===== src/rtl/rom_rd_port.sv =====
// Read-request front end for the banked synchronous ROM: accepts requests,
// steers the bank mux and buffers returned words in a 2-entry output FIFO.
module rom_rd_port #(
    parameter int WIDTH = 8,
    parameter int AW    = 6
) (
    input  logic             clk,
    input  logic             rst,
    input  logic             in_valid,
    output logic             in_ready,
    input  logic [AW-1:0]    in_addr,
    output logic [AW-2:0]    bank_addr,
    output logic             bank_en,
    output logic             sel,
    input  logic [WIDTH-1:0] mux_q,
    output logic             out_valid,
    input  logic             out_ready,
    output logic [WIDTH-1:0] out_data,
    output logic [15:0]      rd_cnt,
    output logic             busy
);

    logic             s1_valid_q;
    logic             sel_q;
    logic             sel_d;
    logic [1:0]       count_q;
    logic [1:0]       count_d;
    logic             wr_ptr_q;
    logic             wr_ptr_d;
    logic             rd_ptr_q;
    logic             rd_ptr_d;
    logic [WIDTH-1:0] mem_q [2];
    logic [15:0]      rd_cnt_q;
    logic [15:0]      rd_cnt_d;
    logic             push;
    logic             pop;
    logic [2:0]       occ;

    assign push      = s1_valid_q;
    assign out_valid = (count_q != 2'd0);
    assign pop       = out_valid && out_ready;

    // Space is reserved at accept time, so the in-flight stage-1 word
    // counts as occupied; a pop in this cycle frees a slot immediately.
    assign occ = {1'b0, count_q} + {2'b00, s1_valid_q} - {2'b00, pop};

    assign in_ready  = !rst && (occ < 3'd2);
    assign bank_en   = in_valid && in_ready;
    assign bank_addr = in_addr[AW-2:0];

    assign sel      = sel_q;
    assign out_data = mem_q[rd_ptr_q];
    assign rd_cnt   = rd_cnt_q;
    assign busy     = s1_valid_q || (count_q != 2'd0);

    always_comb begin
        sel_d    = sel_q;
        count_d  = count_q;
        wr_ptr_d = wr_ptr_q;
        rd_ptr_d = rd_ptr_q;
        rd_cnt_d = rd_cnt_q;
        if (bank_en) begin
            sel_d = in_addr[AW-1];
        end
        unique case ({push, pop})
            2'b10:   count_d = count_q + 2'd1;
            2'b01:   count_d = count_q - 2'd1;
            default: count_d = count_q;
        endcase
        if (push) begin
            wr_ptr_d = ~wr_ptr_q;
        end
        if (pop) begin
            rd_ptr_d = ~rd_ptr_q;
            rd_cnt_d = rd_cnt_q + 16'd1;
        end
    end

    always_ff @(posedge clk or posedge rst) begin
        if (rst) begin
            s1_valid_q <= 1'b0;
            sel_q      <= 1'b0;
            count_q    <= 2'd0;
            wr_ptr_q   <= 1'b0;
            rd_ptr_q   <= 1'b0;
            rd_cnt_q   <= 16'd0;
            mem_q[0]   <= '0;
            mem_q[1]   <= '0;
        end else begin
            s1_valid_q <= bank_en;
            sel_q      <= sel_d;
            count_q    <= count_d;
            wr_ptr_q   <= wr_ptr_d;
            rd_ptr_q   <= rd_ptr_d;
            rd_cnt_q   <= rd_cnt_d;
            if (push) begin
                mem_q[wr_ptr_q] <= mux_q;
            end
        end
    end

    // The accept-time reservation must make a push into a full buffer impossible.
    a_no_overflow : assert property (
        @(posedge clk) disable iff (rst)
        !(push && !pop && (count_q == 2'd2))
    );

endmodule


===== config.mk =====
export PLATFORM = sky130hd
export DESIGN_NAME = rom_rd_port
export DESIGN_NICKNAME = d
export VERILOG_FILES = /design/src/rtl/rom_rd_port.sv
export SDC_FILE = /design/constraint.sdc
export NUM_CORES = 1
export LEC_CHECK = 0
export CAP_MARGIN = 25
export CORE_MARGIN = 3
export CORE_UTILIZATION = 45
export CTS_CLUSTER_DIAMETER = 80
export DETAILED_ROUTE_END_ITERATION = 8
export DONT_BUFFER_PORTS = 1
export PLACE_DENSITY = 0.58
export SETUP_SLACK_MARGIN = 0.15
export SLEW_MARGIN = 20
export SYNTH_ARGS = -nofsm -noshare
export SYNTH_HDL_FRONTEND = slang
export SYNTH_SLANG_ARGS = --single-unit

===== constraint.sdc =====
create_clock -name clk -period 4.2 [get_ports clk]
set_input_delay 0.63 -clock clk [delete_from_list [all_inputs] [get_ports clk]]
set_output_delay 0.63 -clock clk [all_outputs]
set_load 0.02 [all_outputs]

==> results of run 1 <==
==> worst paths after layout <==
check / startpoint / to
min in group clk: wr_ptr_q / wr_ptr_q
hold / removal: rst / sel
hold reg to reg: wr_ptr_q / wr_ptr_q
setup reg to reg: count_q[0] / sel
setup / recovery: count_q[0] / bank_en
max in group asynchronous: rst / rd_cnt[14]
==> placed cells by master (no fill, tap or decap), types with 2 or more instances in the layout <==
| master | n |
|---|---|
| nand4_1 | 4 |
| nand3_1 | 4 |
| nor2_1 | 4 |
| nor3_4 | 2 |
| dfrtp_1 | 38 |
| mux2_2 | 24 |
| a21oi_1 | 2 |
| nand2_1 | 11 |
| and3_1 | 2 |
| clkbuf_1 | 2 |
| xor2_1 | 7 |
| inv_1 | 3 |
| xnor2_1 | 13 |
| clkbuf_8 | 5 |
==> cell families (layout without fill, tap and decap cells) <==
group           count (synthesis)  in the layout  share of synthesized area (%)
flops                          38             38                           53.2
simple gates                   38             38                           12.7
mux                            25             25                           16.0
xor+xnor                       21             21                           10.7
buf+inv                        13             11                           4.20
compound gates                  3              3                           1.47
fa+ha+maj                       2              2                           1.82
==> synth_stat cells (2+ instances only) <==
| library cell | instances | area [µm²] |
|---|---|---|
| xor2_1 | 7 | 61.3 |
| nand4_1 | 4 | 25.0 |
| nand3_1 | 4 | 20.0 |
| nand2_1 | 11 | 41.3 |
| dfrtp_1 | 38 | 951 |
| buf_2 | 3 | 15.0 |
| xnor2_1 | 13 | 114 |
| buf_4 | 6 | 45.0 |
| and3_1 | 2 | 12.5 |
| nor2_1 | 4 | 15.0 |
| mux2_2 | 24 | 270 |
| nor3_4 | 2 | 32.5 |
| inv_1 | 3 | 11.3 |
| a21oi_1 | 2 | 10.0 |
==> registers in the layout, summed over array words and instances, names as in the netlist <==
| signal | cells |
|---|---|
| count_q | 2 |
| mem_q | 16 |
| push | 1 |
| rd_cnt | 16 |
| rd_ptr_q | 1 |
| sel | 1 |
| wr_ptr_q | 1 |
==> per-stage QoR <==
step / hold WS [ns] / utilization [%] / area, µm²
after CTS: 0.382 / 49.9 / 1870
after global placement: 0.469 / 47.9 / 1790
after detailed placement: 0.470 / 47.9 / 1790
final: 0.368 / 49.9 / 1870
after floorplan: 0.454 / - / 1790
after global routing: 0.412 / 49.9 / 1870
==> power by group through the flow <==
| stage | Clock (mW) | Sequential, mW | Combinational [mW] |
|---|---|---|---|
| after floorplan | 0 | 0.596 | 0.466 |
| after global placement | 0 | 0.646 | 0.455 |
| after detailed placement | 0 | 0.659 | 0.467 |
| after CTS | 0.235 | 0.652 | 0.470 |
| after global routing | 0.251 | 0.672 | 0.501 |
| final | 0.226 | 0.649 | 0.461 |
==> worst max-delay path, cell delays in order, from the launching register on <==
cell and delay (ns):
dfrtp_1 0.48, o21ai_4 0.40, nor2_1 0.11, fa_1 0.42
xnor2_1 0.14, and3_1 0.31, and2_4 0.24
==> area by class of cell <==
type,instances,area [µm²],share of cell area (%)
repair buffers,1,7.51,0.402
clock buffers,7,76.3,4.09
inverters,3,11.3,0.603
multi-input cells,89,762,40.8
well taps,48,60.1,3.22
flip-flops and latches,38,951,50.9
==> per-layer routing <==
layer  up-vias  share of wire, %
met5         -                 0
met3         5               8.1
li1        457                 -
met2        37                47
met1       495                43
met4         0               1.6
==> run_results.csv, run 1 <==
group,metric,value,unit
run_status,status,"finished, final reports clean",
clocking,cts_buffers,5,
timing,min_period_over_period,71.5,%
drt,drt_iter0_drc,56,
power_and_ir_drop,pwr-share-seq,48.6,%
synth,synthDistinctLibCells,31,
floorplan,die_h,69.0,µm
power_and_ir_drop,vdd_drop_max,0.364,mV
power_and_ir_drop,clkPwrFrac,16.9,%
place,placed_cells,179,
clocking,clk_pin_slew_worst_paths,0.07,ns
grt,grt_overflow,0,
synth,ys_seq_area_share,53.2,%
synth,syn-cell-area,1790,µm²
power_and_ir_drop,p_per_area,715,nW/µm²
clocking,ctsResizeCount,0,
clocking,cts_tree,"done",
setup_path,rr_worst_depth,7,
clocking,post_cts_buffers,0,
setup_path,worstSetupPathType,"reg -> out",
setup_path,worstSetupStartpointType,"register",
job,drv_cap,0,
setup_path,path_max_fanout,10,
timing,rsz0062_at_grt,"false",
place,place_ws,1.46,ns
drt,viasPerCell,5.34,
drt,ant_nets,0,
cells_and_area,final_cell_count_no_fill,186,
power_and_ir_drop,switching_share,38.0,%
timing,totalNegativeSetupSlack,0,ns
grt,grt_pass1_vias,1007,
grt,busiest_layer,"met2",
power_and_ir_drop,leakage,0.845,nW
grt,grt_pass1_wl,4.89,mm
synth,synthFlopType,"dfrtp_1",
cells_and_area,final_nets,158,
drt,vias,994,
clocking,htree_levels,2,
synth,avgSynthCellArea,12.8,µm²
drt,firstDrtPassIters,4,
drt,routedWlPerCell,15.9,µm
grt,use_met2,20.3,%
clocking,clk_latency,0.28,ns
drt,drt_wl_total,2.97,mm
cells_and_area,drive_above_1_share,28.3,%
floorplan,row_count,22,
floorplan,core,3740,µm²
grt,use_met1,15.5,%
cells_and_area,area_growth,4.48,%
setup_path,worstPathArrival,2.37,ns
grt,antenna_found_initial,0,
timing,finalMaxSlewViolations,0,
synth,ys_ff_latch,38,
timing,timing.final.crit_period,3.00,ns
floorplan,ios,52,
timing,setup_violations,0,
place,dp_hpwl,2.15,mm
synth,yosysWarnings,0,
timing,layout_setup_ws,1.20,ns
clocking,cts_buffer_depth,2,
clocking,cts-root-buf,"clkbuf_8",
synth,synth-edff-count,0,
grt,grt_use_met3,6.27,%
synth,async_flop_share,100,%
drt,drcViolationCount,0,
power_and_ir_drop,combPwrFrac,34.5,%
grt,grt_max_degree,39,
timing,clock.fmax,333,MHz
floorplan,initial_core_util,47.8,%
setup_path,required,3.57,ns
power_and_ir_drop,p_sw,0.508,mW
power_and_ir_drop,total_power,1.34,mW
floorplan,die_area,4770,µm²
cells_and_area,diodes,0,
synth,syn_inst,140,
synth,syn-num-nets,160,
place,port_buffers,0,
timing,hold_viol_final,0,
setup_path,cp-end-kind,"output port",
clocking,cts.sink_count,38,
timing,finalClockSkew,0.00375,ns
min_path,min_path_type,"in -> async",
cells_and_area,fill_cells,345,
place,place.gp.congestion,0.766,
floorplan,die_width,69.0,µm
timing,tightestPinTransition,0.475,ns
grt,grt_usage,13.1,%
clocking,hold_buffers,0,
power_and_ir_drop,p_int,0.828,mW
setup_path,reg2reg_slack,1.69,ns
timing,timing.slew.headroom,68.4,%
Note: power is estimated with default switching activity, not from simulation.
==> run 2, diff against run 1 <==
Clock period 4.2 ns to 2.8 ns, I/O delays scaled along.
==> run 2 against run 1 <==
  * Wire length up 4.2%
  * Clock power up 66%
  * Worst setup slack worse by 0.79 ns
  * Die area unchanged
  * Core utilization up 0.80 points
  * First-iteration DRC count down 61%
==> run_results.csv, run 2 (synthesized netlist as in run 1, its figures left out) <==
group,metric,value,unit
timing,totalNegativeSetupSlack,0,ns
floorplan,initial_core_util,47.8,%
grt,grt_pass1_vias,1056,
floorplan,die_h,69.0,µm
run_status,status,"finished, final reports clean",
grt,grt_pass1_wl,5.26,mm
floorplan,row_count,22,
drt,drt_wl_total,3.09,mm
place,place_ws,0.677,ns
drt,firstDrtPassIters,4,
timing,finalMaxSlewViolations,0,
drt,routedWlPerCell,16.4,µm
clocking,clk_latency,0.28,ns
grt,grt_use_met3,7.58,%
floorplan,die_width,69.0,µm
cells_and_area,post-route-util,50.7,%
grt,grt_overflow,0,
clocking,cts.sink_count,38,
grt,grt_usage,14.0,%
setup_path,path_max_fanout,9,
timing,rsz0062_at_grt,"false",
drt,ant_nets,0,
timing,setup_violations,0,
setup_path,reg2reg_slack,0.69,ns
cells_and_area,fill_cells,340,
place,port_buffers,0,
clocking,cts_buffers,5,
drt,viasPerCell,5.21,
clocking,htree_levels,2,
grt,use_met2,21.5,%
clocking,hold_buffers,0,
power_and_ir_drop,vdd_drop_max,0.539,mV
timing,timing.slew.headroom,68.1,%
clocking,post_cts_buffers,0,
power_and_ir_drop,leakage,0.865,nW
setup_path,worstPathArrival,1.97,ns
grt,busiest_layer,"met2",
setup_path,required,2.38,ns
min_path,min_path_type,"in -> async",
floorplan,ios,52,
clocking,cts-root-buf,"clkbuf_8",
drt,drt_iter0_drc,22,
place,dp_hpwl,2.23,mm
grt,use_met1,16.8,%
setup_path,worstSetupPathType,"reg -> out",
clocking,cts_tree,"done",
grt,antenna_found_initial,0,
timing,hold_viol_final,0,
timing,tightestPinTransition,0.479,ns
floorplan,core,3740,µm²
cells_and_area,area_growth,6.16,%
clocking,cts_buffer_depth,2,
timing,min_period_over_period,85.4,%
cells_and_area,drive_above_1_share,30.5,%
clocking,ctsResizeCount,0,
setup_path,worstSetupStartpointType,"register",
drt,drcViolationCount,0,
clocking,clk_pin_slew_worst_paths,0.07,ns
timing,layout_setup_ws,0.410,ns
cells_and_area,final_nets,160,
place,place.gp.congestion,0.763,
timing,finalClockSkew,0.00450,ns
setup_path,cp-end-kind,"output port",
timing,clock.fmax,418,MHz
cells_and_area,final_cell_mix,"38 x dfrtp_1, 24 x mux2_2, 13 x xnor2_1",
power_and_ir_drop,total_power,2.06,mW
power_and_ir_drop,p_per_area,1090,nW/µm²
timing,whs,0.169,ns
cells_and_area,final_common_cell,"dfrtp_1",
floorplan,die_area,4770,µm²
drt,vias,984,
timing,timing.final.crit_period,2.39,ns
cells_and_area,diodes,0,
grt,grt_max_degree,39,
job,drv_cap,0,
## run 2: changes by cell type in the layout (fill, tap and decap cells not counted)
cell      previous run  this run
clkbuf_8             5         6
buf_4                1         3
clkbuf_1             2         1
clkinv_2             0         1
## run 2: metrics by stage
stage | instances | area [µm²]
finish | 189 | 1900
global route | 189 | 1900
CTS | 189 | 1900
detailed placement | 181 | 1810
global placement | 181 | 1810
floorplan | 140 | 1790
## run 2: per-layer routing
layer	wire length, µm	vias up
met1	1280	474
li1	-	467
met2	1490	39
met3	294	4
met5	0	-
met4	34	0
## run 2: worst max-delay path, cell delays in order, from the launching register on
cell and delay (ns):
dfrtp_1 0.52, xor2_1 0.17, nand2_1 0.08, fa_1 0.39, xnor2_1 0.14, and3_1 0.19
and2_4 0.20
## run 2: final timing paths
kind                       startpoint         to  cells after the start
max in group asynchronous         rst  mem_q[11]                      2
min reg2reg                  wr_ptr_q   wr_ptr_q                      1
min                               rst        sel                      2
min in group clk             mux_q[6]  mem_q[14]                      1
max reg2reg                      push        sel                      7
max                              push    bank_en                      6
## run 2: area by class of cell
class                           count  area, µm²  share of cell area (%)
Multi-Input combinational cell     89        762                    40.1
Clock buffer                        7       86.3                    4.55
Clock inverter                      1       5.00                   0.264
Tap cell                           48       60.1                    3.16
Timing Repair Buffer                3       22.5                    1.19
Inverter                            3       11.3                   0.593
Sequential cell                    38        951                    50.1
## run 2: where the power goes
| group | leakage [nW] | internal [mW] | switching (mW) |
|---|---|---|---|
| Clock | 0.0482 | 0.198 | 0.176 |
| Combinational | 0.341 | 0.345 | 0.367 |
| Sequential | 0.476 | 0.742 | 0.235 |
==> run 3, diff against run 2 <==
Settings changed: CORE_MARGIN 3 to not set, PLACE_DENSITY 0.58 to 0.65.
==> run 3 against run 2 <==
  * Critical endpoint unchanged
  * Largest cell class unchanged
  * Worst hold slack got worse by 0.0029 ns
  * Non-clock buffer count unchanged
  * Register-to-register slack got worse by 0.04 ns
  * Sequential cell count unchanged
  * First-iteration DRC count increased by 140%
  * Sequential share of layout area increased by 0.40 points
  * Largest power group unchanged
==> run_results.csv, run 3 (synthesized netlist as in run 1, its figures left out) <==
group,metric,value,unit
setup_path,worstPathArrival,2.02,ns
place,dp_hpwl,2.14,mm
timing,finalMaxSlewViolations,0,
floorplan,die_width,65.0,µm
setup_path,slowest_stage,"dfrtp_1",
floorplan,row_count,22,
setup_path,crit_family,"flip-flops",
clocking,ctsResizeCount,0,
cells_and_area,final_nets,160,
clocking,cts_buffers,5,
floorplan,initial_core_util,47.8,%
clocking,cts_tree,"done",
drt,drt_iter0_drc,52,
timing,rsz0062_at_grt,"false",
drt,ant_nets,0,
power_and_ir_drop,p_per_area,1080,nW/µm²
timing,layout_setup_ws,0.364,ns
min_path,min_path_type,"in -> async",
cells_and_area,final_cell_mix,"38 x dfrtp_1, 24 x mux2_2, 13 x xnor2_1",
setup_path,crit_chain,"xor2_1, nand2_1, fa_1, xnor2_1, and3_1, and2_4",
floorplan,ios,52,
clocking,post_cts_buffers,0,
cells_and_area,seq_area,951,µm²
run_status,status,"finished, final reports clean",
setup_path,path_max_fanout,9,
grt,antenna_found_initial,0,
timing,timing.slew.headroom,69.0,%
cells_and_area,fill_cells,358,
place,port_buffers,0,
cells_and_area,drive_above_1_share,29.3,%
grt,grt_overflow,0,
clocking,cts.sink_count,38,
setup_path,reg2reg_to,"sel",
setup_path,worstSetupPathType,"reg -> out",
clocking,clk_latency,0.28,ns
setup_path,rr_startpoint,"push",
timing,setup_violations,0,
drt,viasPerCell,5.27,
drt,drt_wl_total,2.94,mm
clocking,cts-root-buf,"clkbuf_8",
drt,vias,990,
timing,tightestPinTransition,0.465,ns
setup_path,reg2reg_slack,0.65,ns
cells_and_area,final_common_cell,"dfrtp_1",
floorplan,core,3740,µm²
setup_path,path_buf_inv,0,
setup_path,worstSetupStartpointType,"register",
setup_path,cp-end-kind,"output port",
cells_and_area,diodes,0,
grt,grt_pass1_wl,5.04,mm
clocking,cts_buffer_depth,2,
setup_path,rr_worst_depth,7,
grt,grt_pass1_vias,1100,
drt,drcViolationCount,0,
timing,min_period_over_period,87.0,%
clocking,htree_levels,2,
place,place_ws,0.650,ns
drt,firstDrtPassIters,4,
grt,grt_usage,16.2,%
timing,clock.fmax,410,MHz
timing,totalNegativeSetupSlack,0,ns
floorplan,die_h,65.0,µm
clocking,hold_buffers,0,
timing,finalClockSkew,0.00559,ns
cells_and_area,area_growth,5.32,%
grt,grt_max_degree,39,
drt,routedWlPerCell,15.6,µm
setup_path,required,2.38,ns
job,drv_cap,0,
setup_path,max_stage_delay,0.52,ns
cells_and_area,multi_input_area,762,µm²
place,place.gp.congestion,0.841,
cells_and_area,post-route-util,50.3,%
power_and_ir_drop,vdd_drop_max,0.602,mV
timing,hold_viol_final,0,
clocking,clk_pin_slew_worst_paths,0.07,ns
timing,timing.final.crit_period,2.44,ns
floorplan,die_area,4230,µm²
power_and_ir_drop,leakage,0.855,nW
-- run 3: cell types whose count changed in the layout (fill, tap and decap cells not counted), sizes merged --
| cell | delta |
|---|---|
| clkinv | -1 |
-- run 3: report_power, final --
| part | switching (mW) | internal (mW) | total, mW | leakage (nW) |
|---|---|---|---|---|
| Combinational | 0.365 | 0.346 | 0.711 | 0.341 |
| Clock | 0.169 | 0.171 | 0.340 | 0.0383 |
| Sequential | 0.235 | 0.742 | 0.977 | 0.476 |
| Total | 0.769 | 1.26 | 2.03 | 0.855 |
-- run 3: cell type report --
cell class / count / share of cell area, %
Sequential cell: 38 / 50.5
Multi-Input combinational cell: 89 / 40.5
Tap cell: 48 / 3.19
Timing Repair Buffer: 3 / 1.20
Inverter: 3 / 0.598
Clock buffer: 7 / 4.05
-- run 3: how the worst max path moves through the flow --
stage / start / endpoint / slack, ns / cells after the start
floorplan: count_q[1] / sel / 0.39 / 8
global placement: push / sel / 0.76 / 7
detailed placement: push / sel / 0.65 / 7
CTS: push / bank_en / 0.34 / 6
global route: push / bank_en / 0.22 / 6
finish: push / bank_en / 0.36 / 6
-- run 3: metal layers --
layer	share of wire [%]	wire length (µm)	up-vias	global-route usage, %
met5	0	0	-	0
met4	1.4	40	0	10.1
met3	7.5	222	6	5.81
met2	49	1430	34	24.7
met1	43	1250	488	19.4
li1	-	-	462	-
-- run 3: per-stage QoR --
| step | std cells | power, mW | hold slack (ns) | cell area (µm²) |
|---|---|---|---|---|
| floorplan | 140 | 1.59 | 0.454 | 1790 |
| global placement | 181 | 1.66 | 0.470 | 1810 |
| detailed placement | 181 | 1.71 | 0.485 | 1810 |
| CTS | 188 | 2.06 | 0.177 | 1880 |
| global route | 188 | 2.17 | 0.210 | 1880 |
| finish | 188 | 2.03 | 0.166 | 1880 |
